File: config.mk
export PLATFORM = sky130hd
export DESIGN_NAME = fifo_word_serializer
export DESIGN_NICKNAME = d
export VERILOG_FILES = /design/src/rtl/ser_pkg.sv /design/src/rtl/fifo_word_serializer.sv
export SDC_FILE = /design/constraint.sdc
export NUM_CORES = 1
export LEC_CHECK = 0
export CAP_MARGIN = 0
export CELL_PAD_IN_SITES_DETAIL_PLACEMENT = 0
export CELL_PAD_IN_SITES_GLOBAL_PLACEMENT = 1
export CORE_MARGIN = 5
export CORE_UTILIZATION = 37
export CTS_CLUSTER_DIAMETER = 200
export DETAILED_ROUTE_END_ITERATION = 10
export GPL_TIMING_DRIVEN = 0
export PLACE_DENSITY_LB_ADDON = 0.1
export SYNTH_ARGS = -nofsm -noshare
export SYNTH_HDL_FRONTEND = slang
export SYNTH_SLANG_ARGS = --single-unit
File: constraint.sdc
create_clock -name clock -period 4.4 [get_ports clock]
set_clock_uncertainty 0.1 [all_clocks]
set_input_delay 0.88 -clock clock [delete_from_list [all_inputs] [get_ports clock]]
set_output_delay 0.88 -clock clock [all_outputs]
set_load 0.05 [all_outputs]
File: src/rtl/ser_pkg.sv
// Shared types and helpers for the FIFO word serializer.
package ser_pkg;

   typedef enum logic {IDLE, SEND} ser_state_t;

   localparam int unsigned WORD_CNT_W = 16;

   function automatic int unsigned beats(input int unsigned width, input int unsigned out_w);
      return width / out_w;
   endfunction

endpackage

File: src/rtl/fifo_word_serializer.sv
// Pops words from a show-ahead FIFO and emits them as OUT_W-bit beats on a valid/ready stream.
// Optional SER_PARITY_EN adds an even-parity bit alongside each beat.
module fifo_word_serializer
   import ser_pkg::*;
#(
   parameter int unsigned WIDTH     = 32,
   parameter int unsigned OUT_W     = 8,
   parameter bit          MSB_FIRST = 1'b1
) (
   input  logic                  clock,
   input  logic                  reset_n,
   input  logic                  fifo_empty,
   input  logic [WIDTH-1:0]      fifo_data,
   output logic                  fifo_re,
   output logic                  ser_valid,
   output logic [OUT_W-1:0]      ser_data,
   output logic                  ser_last,
`ifdef SER_PARITY_EN
   output logic                  ser_parity,
`endif
   input  logic                  ser_ready,
   output logic                  busy,
   output logic [WORD_CNT_W-1:0] word_cnt
);

   localparam int unsigned     BEATS     = beats(WIDTH, OUT_W);
   localparam int unsigned     CNT_W     = $clog2(BEATS);
   localparam logic [CNT_W-1:0] LAST_BEAT = CNT_W'(BEATS - 1);

   generate
      if (((WIDTH % OUT_W) != 0) || (BEATS < 2)) begin : g_bad_cfg
         $error("fifo_word_serializer: WIDTH must be a multiple of OUT_W with at least 2 beats");
      end
   endgenerate

   ser_state_t            state_q, state_d;
   logic [WIDTH-1:0]      shift_q, shift_d;
   logic [CNT_W-1:0]      beat_cnt_q, beat_cnt_d;
   logic [WORD_CNT_W-1:0] word_cnt_q, word_cnt_d;
   logic                  on_last;

   assign on_last = (beat_cnt_q == LAST_BEAT);

   always_comb begin
      state_d    = state_q;
      shift_d    = shift_q;
      beat_cnt_d = beat_cnt_q;
      word_cnt_d = word_cnt_q;
      fifo_re    = 1'b0;
      unique case (state_q)
         IDLE: begin
            if (!fifo_empty) begin
               fifo_re    = 1'b1;
               shift_d    = fifo_data;
               beat_cnt_d = '0;
               state_d    = SEND;
            end
         end
         SEND: begin
            if (ser_ready) begin
               if (!on_last) begin
                  shift_d    = MSB_FIRST ? (shift_q << OUT_W) : (shift_q >> OUT_W);
                  beat_cnt_d = beat_cnt_q + 1'b1;
               end else begin
                  word_cnt_d = word_cnt_q + 1'b1;
                  // Reload in the same cycle as the last beat so words run back-to-back.
                  if (!fifo_empty) begin
                     fifo_re    = 1'b1;
                     shift_d    = fifo_data;
                     beat_cnt_d = '0;
                  end else begin
                     state_d = IDLE;
                  end
               end
            end
         end
         default: state_d = IDLE;
      endcase
      if (!reset_n) begin
         fifo_re = 1'b0;
      end
   end

   always_ff @(posedge clock) begin
      if (!reset_n) begin
         state_q    <= IDLE;
         shift_q    <= '0;
         beat_cnt_q <= '0;
         word_cnt_q <= '0;
      end else begin
         state_q    <= state_d;
         shift_q    <= shift_d;
         beat_cnt_q <= beat_cnt_d;
         word_cnt_q <= word_cnt_d;
      end
   end

   assign ser_valid = (state_q == SEND);
   assign busy      = (state_q == SEND);
   assign ser_last  = (state_q == SEND) && on_last;
   assign ser_data  = MSB_FIRST ? shift_q[WIDTH-1 -: OUT_W] : shift_q[OUT_W-1:0];
   assign word_cnt  = word_cnt_q;

`ifdef SER_PARITY_EN
   assign ser_parity = ^ser_data;
`endif

endmodule

# == Word level (Yosys, flattened, before mapping) ==
# Index checks and enable logic that the tools add are counted.
# op_classes
n_bitwise,1
reduce_logical,2
n_eq_ne,2
addsub,2
n_mux,16
# op_table
cell,count
$mux 32,3
$pmux 32 s2,1
$add 16x1->16 const B,1
$mux 1,6
$mux 2,3
$pmux 1 s2,2
$pmux 2 s2,1
$reduce_and 3->1,1
$add 2x1->2 const B,1
$eq 2x2->1 const B,1
$ne 2x2->1 const B,1
$logic_and 1x1->1,1
$not 1->1,1
# word_totals
input_bits,36
ff_bits,51
word_cells,27
output_inout_bits,28

# == Depth between registers and ports, before layout ==
# Gate-level depths: netlist (run 1).
# logic_depth
ltp_word,5
mapped_depth,7
depth_no_buf,5

# == Least setup slack after synthesis (run 1) ==
# OpenSTA, ideal clock, no wires.
# synth_path
path_kind,input to output
startpoint,input port ser_ready
endpoint,output port fifo_re
path_slack_ps,1565
path_buffers,0
arrival_ps,1855
required_time_ps,3420
path_stages,3
cell_sequence,nand2_1 > a21oi_1 > and2_1
# synth_between
elab_chain_cells,3
# synth_lines
item,line_no,source
start: declaration,fifo_word_serializer.sv:21,"input logic ser_ready,"
$mux 1,fifo_word_serializer.sv:60,if (ser_ready) begin
$pmux 1 s2,fifo_word_serializer.sv:50,unique case (state_q)
$mux 1,fifo_word_serializer.sv:79,if (!reset_n) begin
end: declaration,fifo_word_serializer.sv:14,"output logic fifo_re,"
# No other way between the ends.

# == Worst setup path in the final report (run 1) ==
# Same ends and word-level chain as after synthesis.

==> flow_metrics.env, run 1 <==
export IMPL_die_w_um=87.1
export IMPL_globalplace_congestion=0.741
export IMPL_cp_max_fo=9
export IMPL_synth_nets=284
export IMPL_grt_pass1_vias=1814
export IMPL_arrival_ps=3140
export IMPL_finalHoldViolCount=0
export IMPL_vias=1942
export IMPL_total_power_mw=1.05
export IMPL_slowest_delay_ps=800
export IMPL_cts_hold_buffers=0
export IMPL_nFillCells=562
export IMPL_rows=28
export IMPL_async_reset_ff_frac=0
export IMPL_grt_pass1_wl_mm=8.83
export IMPL_start_util=0.376
export IMPL_cts_buffers=5
export IMPL_cts_root_buf="clkbuf_8"
export IMPL_required_ps=3420
export IMPL_num_nets_final=353
export IMPL_p_per_area_nw_per_um2=346
export IMPL_drtIter0Drc=127
export IMPL_syn_cell_area_sq_um=2200
export IMPL_crit_chain="clkdlybuf4s50_1 > nand2_1 > a21oi_1 > and2_1 > clkdlybuf4s50_1"
export IMPL_register_area_sq_um=1020
export IMPL_crit_top_cell="clkdlybuf4s50_1"
export IMPL_seqPwrFrac=0.477
export IMPL_ios=64
export IMPL_cts_tree="yes"
export IMPL_design_core_area_sq_um=5850
export IMPL_drc=0
export IMPL_cap_violations=0
export IMPL_end_kind="primary output"
export IMPL_ys_top_cells_by_count="dfxtp_1, nor2_1, o221ai_1, clkbuf_1, nand2_1"
export IMPL_yosys_area_top_type="dfxtp_1"
export IMPL_tightest_slew_ps=747
export IMPL_cts_sinks=51
export IMPL_firstDrtPassIters=4
export IMPL_final_max_slew_viol_count=0
export IMPL_netlist_area_leader_share=0.464
export IMPL_cp_start_kind="primary input"
export IMPL_dpl_hpwl_mm=3.87
export IMPL_swShare=0.245
export IMPL_routed_via_density=4.97
export IMPL_synth_ff_latch_count=51
export IMPL_yosysWarnings=0
export IMPL_intPower_mw=0.796
export IMPL_critical_path_class="in2out"
export IMPL_syn_area_per_cell_sq_um=8.94
export IMPL_cts_buffer_depth=2
export IMPL_routed_wl_mm=5.30
export IMPL_dominantRegCellSynth="dfxtp_1"
export IMPL_synth_edf_count=0
export IMPL_h_tree_depth=2
export IMPL_antenna_found_initial=0
export IMPL_path_clk_slew_ps=90
export IMPL_postLayoutCellArea_sq_um=3050
export IMPL_die_h_um=87.1
export IMPL_power_switching_mw=0.259
export IMPL_hold_class="reg2reg"
export IMPL_slew_headroom=0.498
export IMPL_grt_usage=0.148
export IMPL_rsz0062_at_grt="false"
export IMPL_setup_viol=0
export IMPL_holdWs_ps=376
export IMPL_yosysSeqAreaShare=0.464
export IMPL_syn_to_final_growth_pct=38.5
export IMPL_combPwrFrac=0.162
export IMPL_postSynthCellCount=246
export IMPL_antennaDiodeCount=0
export IMPL_crit_path_top_delay_cell="clkdlybuf4s50_1"
export IMPL_synth_most_common_cell="dfxtp_1"
export IMPL_synth_distinct_cells=33
export IMPL_cp_top_family="buffers and inverters"
export IMPL_fin_setup_tns_ps=0
export IMPL_clkLatencyLatePin_ps=300
export IMPL_fin_crit_ps=4120
export IMPL_io_buffers=62
export IMPL_status="finished clean"
export IMPL_multi_input_area_sq_um=1040
export IMPL_min_period_over_period=0.937
export IMPL_critPathBufInv=2
export IMPL_max_freq_mhz=243
export IMPL_grt_overflow_total=0
export IMPL_post_drt_wl_per_cell_um=13.6
export IMPL_post_cts_buffers=0
export IMPL_clockPowerShare=0.361
export IMPL_grt_max_degree=16
export IMPL_dpl_cell_area_sq_um=2910
export IMPL_dieArea_sq_um=7580
export IMPL_ant_nets=0
export IMPL_vdd_drop_max_v=0.000182
export IMPL_netlist_top_cells_area="dfxtp_1, o221ai_1, nor2_1"
export IMPL_p_leak_nw=1.18
export IMPL_cts_resized=0
export IMPL_drive_above_1_share=0.0633
final timing paths:
path	end	slack [ps]	cells past startpoint	startpoint
worst min register to register	shift_q[26]	380	2	shift_q[26]
worst min-delay path	shift_q[26]	380	2	shift_q[26]
worst max-delay path	fifo_re	280	5	ser_ready
worst max register to register	word_cnt[13]	2250	5	beat_cnt_q[0]
worst min-delay path: cells and delay by family, from the launching register on:
family | cells | cell delay [ps]
flip-flops | 1 | 340
AND/OR/NAND/NOR | 2 | 110
kinds of logic (layout without fill, tap and decap cells):
group / count (synthesis) / after routing / share of synthesized area
buffers and inverters: 27 / 97 / 0.0632
adder cells (fa/ha/maj): 2 / 2 / 0.0114
AND/OR/NAND/NOR: 108 / 108 / 0.241
AO/OA/AOI/OAI: 45 / 45 / 0.164
XOR/XNOR: 7 / 7 / 0.0279
flip-flops: 51 / 51 / 0.464
multiplexers: 6 / 6 / 0.0273
area by class of cell:
| type | instances | area share |
|---|---|---|
| buffer | 24 | 0.0419 |
| clock buffer | 6 | 0.0238 |
| clock inverter | 2 | 0.0197 |
| inverter | 3 | 0.00370 |
| multi-input combinational | 168 | 0.341 |
| sequential | 51 | 0.335 |
| tap | 75 | 0.0308 |
| timing repair buffer | 62 | 0.204 |
state kept, by name, indices dropped and copies added, names as in the netlist:
name        count
busy            1
word_cnt       16
beat_cnt_q      2
shift_q        32
per-layer routing:
metal	share of wire	wire length (um)	GRT usage
met3	0.058	306	0.0397
met1	0.50	2630	0.220
met5	0	0	0
met4	0.012	63	0.0467
met2	0.43	2300	0.205
cell usage in the layout, fill, tap and decap left out:
cell type,instances
ha_1,2
or3_1,3
dfxtp_1,51
and3_1,2
and4_1,1
a22oi_1,10
clkdlybuf4s50_1,62
nor2_1,49
clkbuf_8,5
a22o_1,1
nor4_1,1
a21oi_1,1
xnor2_1,6
and2_1,9
and4_4,1
or2_2,1
o211a_1,1
and2b_1,1
or4b_4,1
nor2b_1,10
nand2_1,12
mux2i_1,6
nor3_1,2
inv_1,3
bufinv_16,2
a21o_1,1
nand3_1,5
xor2_1,1
o21ai_0,3
o221ai_1,24
nand2b_1,6
buf_4,10
a21boi_1,2
nand4_1,4
a21boi_0,2
clkbuf_1,15
power by group through the flow:
stage	combinational, mW	sequential [mW]	clock (mW)
5_1_grt	0.187	0.506	0.414
4_1_cts	0.173	0.503	0.389
3_3_place_gp	0.172	0.513	0
3_5_place_dp	0.172	0.514	0
2_1_floorplan	0.105	0.511	0
6_report	0.171	0.503	0.381
per-stage QoR:
| stage | util | std cells | worst slack [ps] |
|---|---|---|---|
| 6_report | 0.521 | 391 | 278 |
| 5_1_grt | 0.521 | 391 | 125 |
| 4_1_cts | 0.521 | 391 | 251 |
| 3_5_place_dp | 0.498 | 383 | 264 |
| 3_3_place_gp | 0.498 | 383 | 213 |
| 2_1_floorplan | - | 246 | 1570 |
(Power assumes the default switching activity.)
==> inputs of run 2 (changes only) <==
ABC_AREA = 1   (was not set)
CAP_MARGIN = 25   (was 0)
CORE_UTILIZATION = 36   (was 37)
==> run 2 against run 1 <==
  * Via count up 16%
  * Design area rose by 4.7%
  * Global-route usage decreased by 0.34 points
  * Highest routed layer unchanged
  * Sequential share of layout area is 1.5 points lower
  * Utilization decreased by 2.1 points
  * Critical endpoint unchanged
  * Sequential power barely moved
  * Wire length is 11% higher
  * Synthesized cell count grew 33%
  * Count of clock-buffer cells in the layout down 1
  * Synthesized area rose by 7.6%
  * Critical path type unchanged
  * Final cell count grew 21%
  * Flip-flop and latch count stayed put
==> flow_metrics.env, run 2 <==
export IMPL_ant_nets=0
export IMPL_post_drt_wl_per_cell_um=12.4
export IMPL_final_cell_mix="clkdlybuf4s50_1, nand2_1, nor2_1, nor3_1, dfxtp_1"
export IMPL_hold_class="reg2reg"
export IMPL_clkLatencyLatePin_ps=300
export IMPL_vdd_drop_max_v=0.000188
export IMPL_grt_most_used_layer="met1"
export IMPL_cts_hold_buffers=0
export IMPL_min_period_over_period=0.898
export IMPL_post_cts_buffers=0
export IMPL_die_w_um=91.1
export IMPL_combPwrFrac=0.183
export IMPL_netlist_area_leader_share=0.432
export IMPL_largest_register="shift_q"
export IMPL_netlist_top_cells_area="dfxtp_1, nor3_1, nand2_1"
export IMPL_met3_usage=0.0380
export IMPL_synth_ff_latch_count=51
export IMPL_met1_usage=0.215
export IMPL_final_max_slew_viol_count=0
export IMPL_cap_violations=0
export IMPL_power_switching_mw=0.271
export IMPL_ios=64
export IMPL_io_buffers=62
export IMPL_yosysWarnings=0
export IMPL_synth_nets=365
export IMPL_swShare=0.268
export IMPL_crit_path_top_delay_cell="clkdlybuf4s50_1"
export IMPL_tightest_slew_ps=541
export IMPL_synth_most_common_cell="nand2_1"
export IMPL_syn_cell_area_sq_um=2360
export IMPL_routed_wl_mm=5.87
export IMPL_syn_area_per_cell_sq_um=7.23
export IMPL_crit_chain="clkdlybuf4s50_1 > inv_2 > nand2_1 > nand2_4 > nor2_1 > nand2_1 > clkinv_1 > clkdlybuf4s50_1"
export IMPL_cp_max_fo=9
export IMPL_intPower_mw=0.738
export IMPL_yosys_area_top_type="dfxtp_1"
export IMPL_slew_headroom=0.639
export IMPL_fin_crit_ps=3950
export IMPL_setup_viol=0
export IMPL_drive_above_1_share=0.0909
export IMPL_design_core_area_sq_um=6390
export IMPL_drtIter0Drc=95
export IMPL_vias=2246
export IMPL_final_common_cell="clkdlybuf4s50_1"
export IMPL_path_clk_slew_ps=90
export IMPL_seqPwrFrac=0.500
export IMPL_cts_buffers=5
export IMPL_dominantRegCellSynth="dfxtp_1"
export IMPL_grt_overflow_total=0
export IMPL_routed_via_density=4.75
export IMPL_firstDrtPassIters=4
export IMPL_die_h_um=91.1
export IMPL_clockPowerShare=0.317
export IMPL_h_tree_depth=2
export IMPL_cts_buffer_depth=2
export IMPL_holdWs_ps=371
export IMPL_grt_pass1_vias=2077
export IMPL_slowest_delay_ps=830
export IMPL_p_per_area_nw_per_um2=316
export IMPL_syn_to_final_growth_pct=34.8
export IMPL_max_freq_mhz=253
export IMPL_grtUsageMet2=0.202
export IMPL_ys_top_cells_by_count="nand2_1, dfxtp_1, nor2_1, nor3_1, o21ai_0"
export IMPL_status="finished clean"
export IMPL_drc=0
export IMPL_dpl_hpwl_mm=4.49
export IMPL_grt_max_degree=16
export IMPL_rsz0062_at_grt="false"
export IMPL_num_nets_final=434
export IMPL_cts_sinks=51
export IMPL_synth_edf_count=0
export IMPL_cts_resized=0
export IMPL_p_leak_nw=1.23
export IMPL_cts_root_buf="clkbuf_8"
export IMPL_grt_pass1_wl_mm=9.98
export IMPL_critical_path_class="in2out"
export IMPL_antennaDiodeCount=0
export IMPL_fin_setup_tns_ps=0
export IMPL_required_ps=3420
export IMPL_finalHoldViolCount=0
export IMPL_end_kind="primary output"
export IMPL_postSynthCellCount=327
export IMPL_async_reset_ff_frac=0
export IMPL_cts_tree="yes"
export IMPL_largest_reg_flops=32
export IMPL_antenna_found_initial=0
export IMPL_dieArea_sq_um=8290
export IMPL_cp_start_kind="primary input"
export IMPL_rows=29
export IMPL_arrival_ps=2970
export IMPL_synth_distinct_cells=27
export IMPL_yosysSeqAreaShare=0.432
export IMPL_grt_usage=0.144
export IMPL_globalplace_congestion=0.828
export IMPL_start_util=0.370
run 2: cell count changes after synthesis, moves of 10 or more:
cell,previous run,this run
nor2b_1,10,0
nor3_1,2,51
o21ai_0,3,30
inv_1,3,20
nand2_1,12,54
a22oi_1,10,0
o221ai_1,24,0
run 2: stage by stage:
stage / setup WS (ps) / util / instance area (sq um) / instances / total power, mW
2_1_floorplan: 1730 / - / 2360 / 327 / 0.630
3_3_place_gp: 433 / 0.483 / 3080 / 466 / 0.701
3_5_place_dp: 450 / 0.483 / 3080 / 466 / 0.702
4_1_cts: 429 / 0.499 / 3190 / 473 / 1.02
5_1_grt: 315 / 0.499 / 3190 / 473 / 1.06
6_report: 450 / 0.499 / 3190 / 473 / 1.01
run 2: path summary, 6_finish.rpt:
check,start,end,slack (ps),depth (start not counted)
max,ser_ready,fifo_re,450,8
max reg2reg,beat_cnt_q[0],word_cnt[10],2590,6
min reg2reg,shift_q[2],shift_q[2],370,2
min,shift_q[2],shift_q[2],370,2
run 2: kinds of logic (layout without fill, tap and decap cells):
group	after synthesis	count (layout)	share of synthesized area
flops	51	51	0.432
fa+ha+maj	2	2	0.0106
buf+inv	46	115	0.0968
compound gates	43	43	0.0937
simple gates	185	185	0.367
run 2: critical path, delay by kind of cell:
| kind | cells | cell delay, ps |
|---|---|---|
| buffers and inverters | 4 | 1680 |
| AND/OR/NAND/NOR | 4 | 400 |
run 2: power by group through the flow:
| stage | Combinational (mW) | Clock, mW | Sequential [mW] |
|---|---|---|---|
| after floorplan | 0.117 | 0 | 0.513 |
| after global placement | 0.186 | 0 | 0.515 |
| after detailed placement | 0.187 | 0 | 0.515 |
| after CTS | 0.187 | 0.332 | 0.504 |
| after global routing | 0.203 | 0.348 | 0.508 |
| final | 0.184 | 0.320 | 0.504 |
run 2: layout make-up:
type,instances,area [sq um]
plain buffers,22,139
clock buffers,5,68.8
clock inverters,2,37.5
fillers,671,3200
inverters,24,90.1
multi-input cells,230,1110
flip-flops and latches,51,1020
well taps,77,96.3
repair buffers,62,621
run 2: layer usage:
metal / share of wire / wire length, um / up-vias
met3: 0.066 / 388 / 5
met5: 0 / 0 / -
li1: - / - / 1210
met4: 0.012 / 71 / 0
met1: 0.53 / 3100 / 973
met2: 0.39 / 2300 / 58
==> inputs of run 3 (changes only) <==
CAP_MARGIN = 20   (was 25)
==> results of run 3 <==
The final DEF is identical to that of run 2; final timing and power are the same.
